==> config.mk <==
export PLATFORM = sky130hd
export DESIGN_NAME = matrix_column_scanner
export DESIGN_NICKNAME = d
export VERILOG_FILES = /design/src/rtl/matrix_column_scanner.sv
export SDC_FILE = /design/constraint.sdc
export NUM_CORES = 1
export LEC_CHECK = 0
export CAP_MARGIN = 20
export CORE_MARGIN = 1
export CORE_UTILIZATION = 49
export DETAILED_ROUTE_END_ITERATION = 16
export PLACE_DENSITY = 0.87
export SETUP_SLACK_MARGIN = 0.5
export SKIP_CTS_REPAIR_TIMING = 1
export SYNTH_ARGS = -nofsm -noshare
export SYNTH_HDL_FRONTEND = slang
export SYNTH_SLANG_ARGS = --single-unit
==> constraint.sdc <==
create_clock -name clk -period 1.8 [get_ports clk]
set_input_delay 0.54 -clock clk [delete_from_list [all_inputs] [get_ports clk]]
set_output_delay 0.54 -clock clk [all_outputs]
set_load 0.02 [all_outputs]
==> src/rtl/matrix_column_scanner.sv <==
// Multiplexed 5x7 LED matrix column scanner with per-frame shadow latching and blanking.
// Optional blink support is compiled in with the MATRIX_BLINK_EN macro.
module matrix_column_scanner #(
   parameter int unsigned SCAN_DIV = 50000,
   parameter int unsigned BLANK = 2
`ifdef MATRIX_BLINK_EN
   ,
   parameter int unsigned BLINK_FRAMES = 32
`endif
) (
   input  logic       clk,
   input  logic       reset,
   input  logic       enable,
`ifdef MATRIX_BLINK_EN
   input  logic       blink,
`endif
   input  logic [6:0] column_4,
   input  logic [6:0] column_3,
   input  logic [6:0] column_2,
   input  logic [6:0] column_1,
   input  logic [6:0] column_0,
   output logic [4:0] column_select,
   output logic [6:0] row_data,
   output logic       frame_start
);

   localparam int unsigned CntW = (SCAN_DIV > 1) ? $clog2(SCAN_DIV) : 1;
   localparam logic [CntW-1:0] LastCnt = CntW'(SCAN_DIV - 1);
   localparam logic [CntW-1:0] BlankCnt = CntW'(BLANK);

   typedef enum logic [0:0] {StIdle, StScan} state_e;

   state_e              state_q, state_d;
   logic [CntW-1:0]     div_cnt_q, div_cnt_d;
   logic [2:0]          index_q, index_d;
   logic [4:0][6:0]     shadow_q, shadow_d;
   logic [4:0]          column_select_d;
   logic [6:0]          row_data_d;
   logic                frame_start_d;
   logic [6:0]          sel_row;
   logic [4:0][6:0]     columns;

`ifdef MATRIX_BLINK_EN
   localparam int unsigned FcW = (BLINK_FRAMES > 1) ? $clog2(BLINK_FRAMES) : 1;
   localparam logic [FcW-1:0] LastFrame = FcW'(BLINK_FRAMES - 1);

   logic [FcW-1:0] frame_cnt_q, frame_cnt_d;
   logic           phase_q, phase_d;
`endif

   assign columns = {column_4, column_3, column_2, column_1, column_0};

   always_comb begin
      sel_row = '0;
      case (index_q)
         3'd0: sel_row = shadow_q[0];
         3'd1: sel_row = shadow_q[1];
         3'd2: sel_row = shadow_q[2];
         3'd3: sel_row = shadow_q[3];
         3'd4: sel_row = shadow_q[4];
         default: sel_row = '0;
      endcase
   end

   always_comb begin
      state_d         = state_q;
      div_cnt_d       = div_cnt_q;
      index_d         = index_q;
      shadow_d        = shadow_q;
      column_select_d = 5'b11111;
      row_data_d      = '0;
      frame_start_d   = 1'b0;
`ifdef MATRIX_BLINK_EN
      frame_cnt_d     = frame_cnt_q;
      phase_d         = phase_q;
`endif
      case (state_q)
         StIdle: begin
            if (enable) begin
               state_d       = StScan;
               div_cnt_d     = '0;
               index_d       = 3'd4;
               shadow_d      = columns;
               frame_start_d = 1'b1;
`ifdef MATRIX_BLINK_EN
               frame_cnt_d   = '0;
               phase_d       = 1'b0;
`endif
            end
         end
         StScan: begin
            if (!enable) begin
               // Outputs already default to off; partial frames are abandoned.
               state_d   = StIdle;
               div_cnt_d = '0;
               index_d   = 3'd4;
            end else begin
               if (div_cnt_q >= BlankCnt) begin
                  column_select_d = ~(5'b00001 << index_q);
                  row_data_d      = sel_row;
`ifdef MATRIX_BLINK_EN
                  if (blink && phase_q) row_data_d = '0;
`endif
               end
               if (div_cnt_q == LastCnt) begin
                  div_cnt_d = '0;
                  if (index_q == 3'd0) begin
                     index_d       = 3'd4;
                     shadow_d      = columns;
                     frame_start_d = 1'b1;
`ifdef MATRIX_BLINK_EN
                     if (frame_cnt_q == LastFrame) begin
                        frame_cnt_d = '0;
                        phase_d     = ~phase_q;
                     end else begin
                        frame_cnt_d = frame_cnt_q + 1'b1;
                     end
`endif
                  end else begin
                     index_d = index_q - 3'd1;
                  end
               end else begin
                  div_cnt_d = div_cnt_q + 1'b1;
               end
            end
`ifdef MATRIX_BLINK_EN
            // Blink off means continuous display and a fresh blink cycle next time.
            if (!blink) begin
               frame_cnt_d = '0;
               phase_d     = 1'b0;
            end
`endif
         end
         default: state_d = StIdle;
      endcase
   end

   always_ff @(posedge clk) begin
      if (reset) begin
         state_q       <= StIdle;
         div_cnt_q     <= '0;
         index_q       <= 3'd4;
         shadow_q      <= '0;
         column_select <= 5'b11111;
         row_data      <= '0;
         frame_start   <= 1'b0;
`ifdef MATRIX_BLINK_EN
         frame_cnt_q   <= '0;
         phase_q       <= 1'b0;
`endif
      end else begin
         state_q       <= state_d;
         div_cnt_q     <= div_cnt_d;
         index_q       <= index_d;
         shadow_q      <= shadow_d;
         column_select <= column_select_d;
         row_data      <= row_data_d;
         frame_start   <= frame_start_d;
`ifdef MATRIX_BLINK_EN
         frame_cnt_q   <= frame_cnt_d;
         phase_q       <= phase_d;
`endif
      end
   end

endmodule

==> key figures <==
Place
  – Total placed cells including tap cells: 523
  – Port buffer count: 50
  – Routability cong.: 0.876
  – Pre-CTS WS: -0.245 ns
  – Placed Instance Area: 4290 sq um
  – Dpl hpwl: 5910 microns

Clocking
  – Clock transition at path regs: 0.08 ns
  – H-tree depth: 3
  – Clock Sinks: 68
  – CTS buffer count: 9
  – Max clock buf depth: 2
  – Clk root buf: clkbuf_8
  – CTS tree: built
  – Worst skew pair latency: 0.36 ns

Die
  – # rows: 30
  – Die Y: 85.5 microns
  – Core area: 6760 sq um
  – Die area: 7320 sq um
  – Chip Width: 85.5 microns
  – Initial core utilization: 50.6%
  – I/O Pins: 51

Logic synthesis
  – Synth unique cells: 50
  – EDFF count, synth: 0
  – Yosys warns: 0
  – Synth area leader: dfxtp_1
  – Synth top area cells: dfxtp_1 (40%), nand2b_1 (13%), mux2i_1 (13%), nor2_1 (2.4%), a21oi_1 (2.0%)
  – Register area share after synthesis: 39.8%
  – Mapped Cells: 376
  – Share of the synthesized area in the top cell type: 39.8%
  – Seq cells post-synth: 68
  – Syn_area_per_cell: 9.09 sq um
  – Async SR Flop Fraction: 0%
  – Synth Flop Type: dfxtp_1
  – Syn_nets: 416
  – Mapped Area: 3420 sq um

Detailed routing
  – Drt drc: 0
  – Antenna Nets Post-Route: 0
  – Post-DR wirelength/cell: 17.2 microns
  – Via/cell ratio: 5.83
  – Vias post-DR: 3190
  – Post-Route WL: 9430 microns
  – Initial DRC count: 144
  – Drt pass-1 iters: 5

Hold path
  – Worst min-delay path category: primary input to flop

Global routing
  – Largest net degree at the start of global routing: 38
  – First-pass GRT wire length: 13900 microns
  – Overall Global Routing Usage: 24.1%
  – Vias in the first global route: 2942
  – Initial antenna violation count: 0
  – Gr ovfl total: 0

Final layout
  – Filler Cell Count: 455
  – Design area: 4890 sq um
  – FF+latch area: 1390 sq um
  – Multi-input logic area: 2170 sq um
  – Layout area overhead: 42.9%
  – Layout Cells excl Fill: 547
  – Final net count: 502
  – Fin util: 72.3%
  – # diodes: 0
  – Layout cells sized above 1: 31.7%

Timing
  – Number of max-slew violations in the final report: 0
  – Tcrit/Tclk final: 103%
  – Setup TNS: -0.171 ns
  – Final Hold Viols: 0
  – Worst Slack Setup Final: -0.0554 ns
  – Fmax: 539 MHz
  – Final setup fails: 8
  – Slew HR: 65.9%
  – WHS: 0.442 ns
  – Worst Tran Pin Value: 0.511 ns
  – Unrepaired setup endpoints after global routing: true
  – Worst Clk Skew: 0.00856 ns
  – Tmin final: 1.86 ns

Critical path
  – Cell-by-cell trace of the critical path: or4_4 > nand4b_4 > or3_1 > a221oi_2
  – Slowest cell delay on critical path: 0.55 ns
  – CP max stage cell: or4_4
  – Crit-path leading delay family: simple AND/OR/NAND/NOR gates
  – CP startpoint kind: flop
  – Worst Path Required: 2.07 ns
  – Setup CP Type: flop to flop
  – Worst setup EP type: flop
  – Worst-path maximum fanout: 5
  – CP Data Arrival Time: 2.13 ns
  – Worst Path Buf+Inv: 0

Job
  – MaxCap Viol Count: 0

Outcome
  – Outcome: complete, but fails checks
  – Failing checks: negative setup slack

Power
  – Power Dens Cells: 661 nW/um^2
  – VDD IR max: 0.446 mV
  – Design Power: 3.23 mW
  – LEAKAGE: 2.02 nW
## flip-flops by register name, summed over array words and instances (netlist names)
register,flops
div_cnt_q,16
frame_start,1
column_select,5
row_data,7
index_q,3
state_q,1
shadow_q,35
## Yosys cell counts, types with 2 or more instances
cell type	n
a22oi_1	6
a41oi_1	3
o21a_1	2
nor2_1	22
nor4_1	5
nand3b_1	4
and2_0	2
or3b_2	2
clkbuf_1	17
buf_1	2
and4_1	3
or4_1	4
mux2i_1	44
a31oi_1	11
or3_1	4
nand2_1	13
inv_1	7
nand3_1	9
a32oi_1	2
o211ai_1	3
buf_6	6
a2bb2oi_1	2
nand4_1	5
ha_1	2
o31a_1	2
o21ai_0	3
nor2b_1	4
and3_1	4
a21oi_1	14
nor3_1	8
dfxtp_1	68
nand2b_1	73
buf_2	3
## cell type report
cell class                 count  share of cell area [%]
tap                           80                    2.05
timing repair buffer         102                    20.4
multi-input combinational    274                    44.4
clock buffer                   9                    2.53
sequential                    68                    28.5
inverter                       7                   0.589
clock inverter                 7                    1.56
## layout by cell type (no fill, tap or decap), types with 8 or more instances in the layout
cell type	netlist	layout
buf_6	6	18
nand2_1	13	10
clkdlybuf4s50_1	0	35
dfxtp_1	68	49
a31oi_1	11	8
nand3_1	9	8
clkbuf_8	0	9
nand2b_1	73	72
mux2i_1	44	43
nor2_1	22	20
buf_4	0	42
dfxtp_2	0	16
## routing by layer
layer | up-vias | track usage [%] | share of wire [%]
met5 | - | 0 | 0
met4 | 0 | 10.8 | 2.5
met3 | 26 | 6.45 | 5.4
met2 | 130 | 40.9 | 52
met1 | 1523 | 28.7 | 40
li1 | 1511 | - | -
## report_power, final
part	leakage [nW]	total (mW)	internal [mW]	switching, mW
clock network	0.0958	1.29	0.646	0.642
logic	1.36	0.356	0.205	0.150
registers	0.560	1.59	1.55	0.0327
total	2.02	3.23	2.40	0.824
## worst paths after layout
| check | slack [ns] | start | endpoint | cells after the start |
|---|---|---|---|---|
| setup reg to reg | -0.06 | div_cnt_q[13]$_SDFFE_PP0N_ | index_q[0]$_SDFFE_PP0P_ | 4 |
| hold reg to reg | 0.48 | shadow_q[13]$_SDFFE_PP0P_ | shadow_q[13]$_SDFFE_PP0P_ | 2 |
| hold / removal | 0.44 | reset | div_cnt_q[4]$_SDFFE_PP0N_ | 2 |
| setup / recovery | -0.06 | div_cnt_q[13]$_SDFFE_PP0N_ | index_q[0]$_SDFFE_PP0P_ | 4 |
## kinds of logic after synthesis
logic type,count (synthesis),share of synthesized area (%)
AND/OR/NAND/NOR,167,28.8
flip-flops,68,39.8
AO/OA/AOI/OAI,58,11.9
multiplexers,45,13.2
buffers and inverters,35,5.27
adder cells (fa/ha/maj),2,0.732
XOR/XNOR,1,0.256
Power figures use the tool's default switching activity.
